## src/rtl/alu_bist_sequencer.sv

```systemverilog
// BIST sequencer for the 2-bit ALU: sweeps all 128 operation words, lets each settle,
// then checks {overflow, result} against a golden model and logs mismatches.
module alu_bist_sequencer #(
  parameter int SETTLE_CYCLES = 2,
  parameter int ERR_CNT_W     = 8
) (
  input  logic                 clk_i,
  input  logic                 rst_i,
  input  logic                 start_i,
  output logic [6:0]           op_word_o,
  output logic                 op_valid_o,
  input  logic [2:0]           alu_result_i,
  input  logic                 alu_overflow_i,
  output logic                 busy_o,
  output logic                 done_o,
  output logic                 pass_o,
  output logic [ERR_CNT_W-1:0] err_count_o,
  output logic [6:0]           first_err_vec_o,
  output logic                 first_err_valid_o
);

  typedef enum logic [1:0] {S_IDLE, S_RUN, S_DONE} state_e;

  localparam logic [3:0] RELOAD = 4'(SETTLE_CYCLES - 1);

  state_e               state_q;
  logic [6:0]           vec_q;
  logic [3:0]           cnt_q;
  logic                 op_valid_q, busy_q, done_q, pass_q;
  logic [ERR_CNT_W-1:0] err_q, err_d;
  logic [6:0]           fev_q, fev_d;
  logic                 fevld_q, fevld_d;

  logic [1:0] a, b;
  logic [2:0] ctl, sum, gold_res;
  logic       mism;

  assign a   = vec_q[1:0];
  assign b   = vec_q[3:2];
  assign ctl = vec_q[6:4];
  assign sum = {1'b0, a} + {1'b0, b};

  always_comb begin
    gold_res = 3'd0;
    case (ctl)
      3'd0: gold_res = sum;
      3'd1: gold_res = {1'b0, a} - {1'b0, b};
      3'd2: gold_res = {1'b0, a & b};
      3'd3: gold_res = {1'b0, a | b};
      3'd4: gold_res = {1'b0, a ^ b};
      3'd5: gold_res = {1'b0, ~a};
      3'd6: gold_res = {a, 1'b0};
      3'd7: gold_res = {2'b00, a[1]};
      default: gold_res = 3'd0;
    endcase
  end

  // Overflow is the carry out of A+B regardless of the selected operation.
  assign mism = {alu_overflow_i, alu_result_i} != {sum[2], gold_res};

  always_comb begin
    err_d   = err_q;
    fev_d   = fev_q;
    fevld_d = fevld_q;
    if (mism) begin
      if (err_q != '1) err_d = err_q + ERR_CNT_W'(1);
      if (!fevld_q) begin
        fev_d   = vec_q;
        fevld_d = 1'b1;
      end
    end
  end

  always_ff @(posedge clk_i) begin
    if (rst_i) begin
      state_q    <= S_IDLE;
      vec_q      <= '0;
      cnt_q      <= '0;
      op_valid_q <= 1'b0;
      busy_q     <= 1'b0;
      done_q     <= 1'b0;
      pass_q     <= 1'b0;
      err_q      <= '0;
      fev_q      <= '0;
      fevld_q    <= 1'b0;
    end else begin
      case (state_q)
        S_IDLE, S_DONE: begin
          if (start_i) begin
            state_q    <= S_RUN;
            vec_q      <= '0;
            cnt_q      <= RELOAD;
            op_valid_q <= 1'b1;
            busy_q     <= 1'b1;
            done_q     <= 1'b0;
            pass_q     <= 1'b0;
            err_q      <= '0;
            fev_q      <= '0;
            fevld_q    <= 1'b0;
          end
        end
        S_RUN: begin
          if (cnt_q == 4'd0) begin
            err_q   <= err_d;
            fev_q   <= fev_d;
            fevld_q <= fevld_d;
            if (vec_q != 7'd127) begin
              vec_q <= vec_q + 7'd1;
              cnt_q <= RELOAD;
            end else begin
              state_q    <= S_DONE;
              vec_q      <= '0;
              op_valid_q <= 1'b0;
              busy_q     <= 1'b0;
              done_q     <= 1'b1;
              pass_q     <= (err_d == '0);
            end
          end else begin
            cnt_q <= cnt_q - 4'd1;
          end
        end
        default: state_q <= S_IDLE;
      endcase
    end
  end

  assign op_word_o         = vec_q;
  assign op_valid_o        = op_valid_q;
  assign busy_o            = busy_q;
  assign done_o            = done_q;
  assign pass_o            = pass_q;
  assign err_count_o       = err_q;
  assign first_err_vec_o   = fev_q;
  assign first_err_valid_o = fevld_q;

endmodule

```

## config.mk

```make
export PLATFORM = sky130hd
export DESIGN_NAME = alu_bist_sequencer
export DESIGN_NICKNAME = d
export VERILOG_FILES = /design/src/rtl/alu_bist_sequencer.sv
export SDC_FILE = /design/constraint.sdc
export NUM_CORES = 1
export LEC_CHECK = 0
export BUFFER_PORTS_ARGS = -buffer_cell sky130_fd_sc_hd__buf_2
export CAP_MARGIN = 25
export CORE_UTILIZATION = 55
export CTS_CLUSTER_SIZE = 30
export DETAILED_ROUTE_END_ITERATION = 7
export PLACE_DENSITY = 0.87
export SLEW_MARGIN = 0
export SYNTH_ARGS = -nofsm -noshare
export SYNTH_HDL_FRONTEND = slang
export SYNTH_SLANG_ARGS = --single-unit
```

## constraint.sdc

```tcl
create_clock -name clk_i -period 3.6 [get_ports clk_i]
set_input_delay 0.18 -clock clk_i [delete_from_list [all_inputs] [get_ports clk_i]]
set_output_delay 0.18 -clock clk_i [all_outputs]
set_load 0.005 [all_outputs]
```

Word level (Yosys, flattened, before mapping)
Index checks and enable logic that the tools add are counted.
{"block": "classes", "n_mux": 36, "n_reduce_logical": 12, "n_eq_ne": 18, "n_addsub": 5, "bitwise_logic": 4}
{"operator": "2-to-1 mux 7 bit", "n": 6}
{"operator": "2-to-1 mux 8 bit", "n": 4}
{"operator": "one-hot mux 7 bit (2 select lines)", "n": 2}
{"operator": "one-hot mux 3 bit (8 select lines)", "n": 1}
{"operator": "one-hot mux 8 bit (2 select lines)", "n": 1}
{"operator": "== test 3 bit, second input constant", "n": 4}
{"operator": "2-to-1 mux 4 bit", "n": 3}
{"operator": "2-to-1 mux 1 bit", "n": 10}
{"operator": "inequality test 2 bit, second input constant", "n": 5}
{"operator": "AND reduction 3 bit", "n": 3}
{"operator": "adder 8 x 1 -> 8 bit, second input constant", "n": 1}
{"operator": "logical NOT 8 bit", "n": 1}
{"operator": "inequality test 8 bit, second input constant", "n": 1}
{"operator": "one-hot mux 1 bit (2 select lines)", "n": 4}
{"operator": "one-hot mux 4 bit (2 select lines)", "n": 1}
{"operator": "AND reduction 4 bit", "n": 2}
{"operator": "adder 7 x 1 -> 7 bit, second input constant", "n": 1}
{"operator": "inequality test 7 bit, second input constant", "n": 1}
{"operator": "== test 3 x 2 -> 1 bit, second input constant", "n": 2}
{"operator": "2-to-1 mux 2 bit", "n": 3}
{"operator": "AND reduction 5 bit", "n": 1}
{"operator": "logical NOT 4 bit", "n": 1}
{"operator": "inequality test 4 bit", "n": 1}
{"operator": "one-hot mux 2 bit (2 select lines)", "n": 1}
{"operator": "other kinds (15)", "n": 15}
{"block": "totals", "regBits": 32, "elab_cells": 84}

Longest topological paths before layout
Gate-level depths: netlist of run 1.
{"block": "depth", "depth_word": 8, "depth_mapped": 12, "mapped_depth_nobuf": 11}

Worst setup path before layout of run 1
OpenSTA, ideal clock, no wires.
{"block": "synth_path", "path_kind": "flip-flop to flip-flop", "from": "register vec_q[0] (netlist: op_word_o[0])", "to": "register pass_q (netlist: pass_o)", "arrival_time_ns": 2.571, "required_ns": 3.516, "stages_incl_launch_ff": 13, "setup_slack_ns": 0.945, "n_path_buf": 1, "path_cell_list": "dfxtp_1 inv_1 ha_1 fa_1 or2b_1 nand3_1 o211ai_1 xor2_1 nand4_2 buf_6 a2111oi_4 o221ai_2 o31ai_2"}
{"block": "synth_via", "elab_chain_len": 8, "elab_cells_between_ends": 16, "cone_classes": "2 x add/sub; 3 x eq/ne; 5 x mux; 4 x bitwise; 2 x reduce/logical"}
{"item": "start, declared", "line": "27", "source": "logic [6:0] vec_q;"}
{"item": "start signal, assigned", "line": "108", "source": "vec_q <= vec_q + 7'd1;"}
{"item": "subtractor 2 x 2 -> 3 bit, or another cell as far along", "line": "47", "source": "3'd1: gold_res = {1'b0, a} - {1'b0, b};"}
{"item": "one-hot mux 3 bit (8 select lines)", "line": "45", "source": "case (ctl)"}
{"item": "inequality test 4 bit", "line": "59", "source": "assign mism = {alu_overflow_i, alu_result_i} != {sum[2], gold_res};"}
{"item": "2-to-1 mux 8 bit", "line": "65", "source": "if (mism) begin"}
{"item": "logical NOT 8 bit", "line": "116", "source": "pass_q <= (err_d == '0);"}
{"item": "2-to-1 mux 1 bit", "line": "107", "source": "if (vec_q != 7'd127) begin"}
{"item": "2-to-1 mux 1 bit", "line": "103", "source": "if (cnt_q == 4'd0) begin"}
{"item": "one-hot mux 1 bit (2 select lines)", "line": "87", "source": "case (state_q)"}
{"item": "end signal, assigned", "line": "116"}
{"item": "end, declared", "line": "29", "source": "logic op_valid_q, busy_q, done_q, pass_q;"}
Several ways; a longest one is shown, not always the timed one. The select of a mux whose other input is x is not followed.
A chain may end at the register's enable or synchronous reset.

Worst setup path in the final report of run 1
{"block": "layout_path", "from": "register vec_q[0] (netlist: op_word_o[0])", "to": "register err_q[5] (netlist: err_count_o[5])"}
{"block": "layout_via", "elab_chain_len": 6, "elab_cells_between_ends": 11, "cone_classes": "2 x add/sub; 1 x eq/ne; 4 x mux; 4 x bitwise"}
{"item": "subtractor 2 x 2 -> 3 bit, or another cell as far along", "line": "47"}
{"item": "one-hot mux 3 bit (8 select lines)", "line": "45"}
{"item": "inequality test 4 bit (*)", "line": "59"}
{"item": "2-to-1 mux 8 bit (*)", "line": "65"}
{"item": "2-to-1 mux 8 bit (*)", "line": "103"}
{"item": "one-hot mux 8 bit (2 select lines) (*)", "line": "87"}
{"item": "end signal, assigned", "line": "104", "source": "err_q <= err_d;"}
{"item": "end, declared", "line": "30", "source": "logic [ERR_CNT_W-1:0] err_q, err_d;"}
Mark *: on every way between the ends. The rest lies on a longest branch, timed or not. The select of a mux whose other input is x is not followed.

==> metrics.cfg, run 1 <==
[run_status]
outcome=finished, final reports clean

[critical_path]
cp_num_buf_inv=1
crit_required_ns=3.82
cp_max_fo=13
worst_setup_path_start_kind=register
cp-end-kind=register
cp_data_arrival_time_ns=3.20
critPathTopFamily=simple AND/OR/NAND/NOR gates
worstSetupPathType=reg2reg
path_cells=inv_1, ha_1, fa_1, or2b_1, nand3_1, o211ai_1, xor2_1, nand4_2, and3_1, a41oi_1, a311oi_1
slowest_delay_ns=0.45
reg2reg_slack_ns=0.62
crit_slowest_cell=dfxtp_1

[cts]
cts.sinks=32
cts_tree=yes
holdBufCountCts=0
cts_root_buf=clkbuf_4
cts_resized=0
cts-buffers-inserted=5
clkLatencyLatePin_ns=0.34
path_clk_slew_ns=0.11
post_cts_buffers=0
cts.path.max_buffers=2
htreeDepth=2

[pwr]
p_leak_nw=0.885
p_per_area_nw_per_um2=358
peakVddDrop_mv=0.236

[global_routing]
grt-ovfl-total=0
grt_first_pass_wirelength_um=6840
antenna_found_initial=0
grt_max_degree=29
first_global_vias=1511
grt.total_usage=0.246

[drt]
wl_um=4130
dr_total_vias=1754
ant_nets=0
avgViaCountPerCell=5.69
drt_iter0_markers=116
wire_per_inst_um=13.4
first_pass_iters=4
route.detailed.drc=0

[floorplan]
core_um2=3360
die_w_um=61.5
rows=21
fp.dieH_um=61.5
num_io_pins=34
initial_core_util=0.578
fp.dieArea_um2=3780

[placement]
place.gp.congestion=0.883
hpwl_um=2940
port_buffers=33
dpl-instance-area_um2=2090

[synth]
ys.warnings.count=0
synth_top_area_frac=0.329
yosysUniqueCellTypes=52
syn_nets=252
syn-instance-count=234
synth.area.top_cells=dfxtp_1, a21oi_1, ha_1
syn_area_per_cell_um2=8.31
yosysTopAreaCell=dfxtp_1
synth_area_um2=1940
seq_area_frac_synth=0.329
ys_ff_latch=32

[timing]
setup_tns_ns=0
setup_viol=0
fin_crit_sh=0.828
relSlewSlack=0.597
skew_ns=0.00693
hold_viol=0
finalCriticalPeriod_ns=2.98
rsz0062_at_grt=false
fmax_mhz=336
drv_slew=0
tightest_slew_ns=0.599

[min_path]
hold_class=in2reg

[layout]
nets=279
syn2layout_area_growth_pct=11.5
n_antenna_cell=0
drive_gt1_frac=0.214
design_area_um2=2170

[run]
cap_violations=0

==> power by group <==
part	leakage [nW]	total [W]	switching, W	internal [W]
Combinational	0.585	0.000120	0.0000767	0.0000434
Sequential	0.259	0.000378	0.0000128	0.000365
Clock	0.0412	0.000278	0.000133	0.000145
==> state kept, by name, indices dropped and copies added, names as in the netlist <==
name,flops
err_count_o,8
first_err_vec_o,7
op_word_o,7
cnt_q,4
state_q,2
busy_o,1
done_o,1
first_err_valid_o,1
pass_o,1
==> worst reg2reg max path, stage by stage (launching register included) <==
cell and delay (ns):
dfxtp_1 0.45, inv_1 0.13, ha_1 0.23, fa_1 0.42, or2b_1 0.22, nand3_1 0.07, o211ai_1 0.10, xor2_1 0.18
nand4_2 0.37, and3_1 0.40, a41oi_1 0.23, a311oi_1 0.07
==> synth_stat cells, drive strengths merged <==
cell type	n
nand4	3
nor2b	5
and3	6
a41oi	2
mux2i	1
a21bo	1
a211oi	2
ha	9
buf	9
dfxtp	32
nor3	4
or2	4
o21ai	11
a21o	1
and4	1
a21oi	24
nand4b	1
clkbuf	5
nand3	15
o221ai	1
o31ai	1
a31oi	2
nand2b	6
nor3b	1
fa	2
a2111oi	1
a31o	1
nor4	2
and2	2
nor4b	1
nand2	20
a32oi	1
o311ai	1
xor2	4
a311oi	5
mux2	1
o211ai	1
and4b	2
or2b	1
xnor2	6
nor2	28
inv	8
==> per-stage QoR <==
step                 util  setup slack, ns  instances  total power (W)  hold WS (ns)
finish              0.644            0.620        308         0.000775         0.115
floorplan               -            0.945        234         0.000477         0.352
detailed placement  0.621            0.630        300         0.000504         0.440
global route        0.644            0.324        308         0.000819         0.133
CTS                 0.644            0.605        308         0.000780         0.111
global placement    0.621            0.703        300         0.000502         0.431
==> cell usage in the layout, fill, tap and decap left out, drive strengths merged, types with 2 or more instances in the layout <==
cell type / count
nor2: 28
nor2b: 5
nand4: 3
a31oi: 2
nand2: 20
and4b: 2
xor2: 4
clkbuf: 5
or2: 4
nor4: 2
o21ai: 11
nand3: 15
fa: 2
buf: 34
a311oi: 5
a21oi: 24
a41oi: 2
a211oi: 2
inv: 8
ha: 9
xnor2: 6
and2: 2
and3: 6
nand2b: 6
dfxtp: 32
nor3: 4
==> logic make-up after synthesis <==
logic type / Yosys count / share of synthesized area
adder cells (fa/ha/maj): 11 / 0.0785
AND/OR/NAND/NOR: 102 / 0.272
XOR/XNOR: 10 / 0.0450
multiplexers: 2 / 0.0129
buffers and inverters: 22 / 0.0605
flip-flops: 32 / 0.329
AO/OA/AOI/OAI: 55 / 0.202
==> layout make-up <==
type | count | area [µm²]
Clock buffer | 5 | 37.5
Clock inverter | 3 | 42.5
Fill cell | 299 | 1200
Inverter | 8 | 30.0
Multi-Input combinational cell | 180 | 1190
Sequential cell | 32 | 641
Tap cell | 46 | 57.6
Timing Repair Buffer | 34 | 173
==> per-layer routing <==
layer  global-route usage  vias up  wire [µm]
met3               0.0651        7        222
met4               0.0889        0         61
met2                0.382       43       1930
met1                0.331      824       1910
li1                     -      880          -
met5                    0        -          0
==> final timing paths <==
| kind | startpoint | to | depth (start not counted) |
|---|---|---|---|
| max reg2reg | op_word_o[0]$_SDFFE_PP0P_ | err_count_o[5]$_SDFFE_PP0P_ | 11 |
| min reg2reg | first_err_vec_o[0]$_SDFFE_PP0P_ | first_err_vec_o[0]$_SDFFE_PP0P_ | 2 |
| max | op_word_o[0]$_SDFFE_PP0P_ | err_count_o[5]$_SDFFE_PP0P_ | 11 |
| min | start_i | state_q[1]$_SDFFE_PP0P_ | 4 |
Note: power is estimated with default switching activity, not from simulation.
==> inputs of run 2 (changes only) <==
--- a/config.mk
+++ b/config.mk
@@ -7,10 +7,10 @@
 export LEC_CHECK = 0
 export BUFFER_PORTS_ARGS = -buffer_cell sky130_fd_sc_hd__buf_2
 export CAP_MARGIN = 25
-export CORE_UTILIZATION = 55
+export CORE_UTILIZATION = 50
 export CTS_CLUSTER_SIZE = 30
 export DETAILED_ROUTE_END_ITERATION = 7
-export PLACE_DENSITY = 0.87
+export PLACE_DENSITY = 0.83
 export SLEW_MARGIN = 0
 export SYNTH_ARGS = -nofsm -noshare
 export SYNTH_HDL_FRONTEND = slang
==> constraint.sdc (replaced) <==
create_clock -name clk_i -period 2.6 [get_ports clk_i]
set_input_delay 0.13 -clock clk_i [delete_from_list [all_inputs] [get_ports clk_i]]
set_output_delay 0.13 -clock clk_i [all_outputs]
set_load 0.005 [all_outputs]
==> metrics.cfg, run 2 (synthesis gave the netlist of run 1 again) <==
[layout]
design_area_um2=2310
regArea_um2=646
n_antenna_cell=0
nFillCells=328
nets=289
syn2layout_area_growth_pct=18.8
layout_commonest_cell=buf_2
final_cell_mix=buf_2, dfxtp_1, nor2_1
multiInputGateArea_um2=1220
largest_register_ffs=8
drive_gt1_frac=0.268

[critical_path]
cp_num_buf_inv=1
crit_required_ns=2.81
r2r_end=pass_o$_SDFFE_PP0P_
path_cells=ha_1, fa_2, mux2_4, a21oi_1, xor2_1, nand4_2, buf_12, a2111oi_4, o221ai_2, o31ai_2
cp-end-kind=register
cp_max_fo=13
critPathTopFamily=compound AO/OA/AOI/OAI gates
cp_data_arrival_time_ns=2.81
r2r_start=op_word_o[0]$_SDFFE_PP0P_
worst_setup_path_start_kind=register
slowest_delay_ns=0.37
r2r_cells=10
crit_slowest_cell=fa_2
startpoint=op_word_o[0]$_SDFFE_PP0P_
endpoint=pass_o$_SDFFE_PP0P_
cp_num_cells=10
reg2reg_slack_ns=0.003
worstSetupPathType=reg2reg

[drt]
drt_iter0_markers=108
ant_nets=0
dr_total_vias=1778
route.detailed.drc=0
avgViaCountPerCell=5.56
wire_per_inst_um=14.0
first_pass_iters=4
wl_um=4470

[cts]
cts.sinks=32
cts-buffers-inserted=5
post_cts_buffers=0
clkLatencyLatePin_ns=0.29
cts.path.max_buffers=2
path_clk_slew_ns=0.07
htreeDepth=2
cts_tree=yes
cts_root_buf=clkbuf_8

[pwr]
peakVddDrop_mv=0.334
p_per_area_nw_per_um2=479
p_leak_nw=0.952

[global_routing]
grt_first_pass_wirelength_um=7310
met2_usage=0.372
use_met3=0.0554
first_global_vias=1596
grt.total_usage=0.231
grt_use_met1=0.294
grt-ovfl-total=0
antenna_found_initial=0
grt_max_degree=29
grt_busiest_layer=met2

[floorplan]
fp.dieArea_um2=4140
die_w_um=64.4
core_um2=3690
fp.dieH_um=64.4
num_io_pins=34
initial_core_util=0.527
rows=22

[timing]
hold_slack_ns=0.127
hold_viol=0
relSlewSlack=0.636
drv_slew=0
finalCriticalPeriod_ns=2.60
fmax_mhz=385
skew_ns=0.00820
rsz0062_at_grt=true
tightest_slew_ns=0.540
fin_crit_sh=0.999
setup_viol=0

[placement]
hpwl_um=3130
place.gp.congestion=0.836
port_buffers=33
dpl-instance-area_um2=2180

[min_path]
worst_hold_startpoint=start_i
hold_class=in2reg

[run_status]
outcome=finished, final reports clean

[run]
cap_violations=0

==> run 2: changes by cell type in the layout (fill, tap and decap cells not counted), moves of 2 or more <==
cell | previous run | this run
buf_4 | 1 | 10
clkbuf_1 | 0 | 2
clkbuf_8 | 0 | 6
dfxtp_1 | 32 | 30
clkbuf_4 | 5 | 0
==> run 2: cell type report <==
| class | instances | area share |
|---|---|---|
| Timing Repair Buffer | 44 | 0.113 |
| Multi-Input combinational cell | 180 | 0.529 |
| Sequential cell | 32 | 0.280 |
| Clock buffer | 8 | 0.0390 |
| Inverter | 8 | 0.0141 |
| Tap cell | 48 | 0.0260 |
==> run 2: per-layer routing <==
metal | wire [µm] | part of all wire | vias to the layer above
li1 | - | - | 905
met1 | 2120 | 0.47 | 831
met2 | 2120 | 0.48 | 36
met3 | 153 | 0.034 | 6
met4 | 70 | 0.016 | 0
met5 | 0 | 0 | -
==> run 2: where the power goes <==
part           total (W)  internal, W  switching, W
clock network   0.000396     0.000216      0.000180
logic           0.000188    0.0000742      0.000114
registers       0.000523     0.000506     0.0000167
==> run 2: worst min-delay path by stage <==
stage / endpoint / slack, ns / cells past startpoint
final: state_q[1]$_SDFFE_PP0P_ / 0.13 / 4
after global routing: state_q[1]$_SDFFE_PP0P_ / 0.13 / 4
after CTS: state_q[1]$_SDFFE_PP0P_ / 0.13 / 4
after detailed placement: state_q[1]$_SDFFE_PP0P_ / 0.42 / 4
after global placement: state_q[1]$_SDFFE_PP0P_ / 0.41 / 4
after floorplan: state_q[1]$_SDFFE_PP0P_ / 0.30 / 3
==> run 2: stage by stage <==
stage	total power (W)	TNS, ns	cells	utilization	setup slack (ns)
after floorplan	0.000661	0	234	-	0.0165
after global placement	0.000711	0	312	0.591	0.0569
after detailed placement	0.000716	-0.202	312	0.591	-0.0649
after CTS	0.00111	-0.0538	320	0.618	-0.0339
after global routing	0.00117	-1.63	320	0.626	-0.191
final	0.00111	0	320	0.626	0.00339
==> run 2: what timing repair did <==
action,4_1_cts,5_1_grt
gates resized for setup,5,7
setup endpoints to repair,5,16
hold buffers,0,0
hold endpoints to repair,0,0
pin swaps,2,5
==> run 2: worst min-delay path, stage by stage <==
cell and delay, ns:
buf_2 0.09, nor2_1 0.03, nand2_1 0.05, a21oi_1 0.05
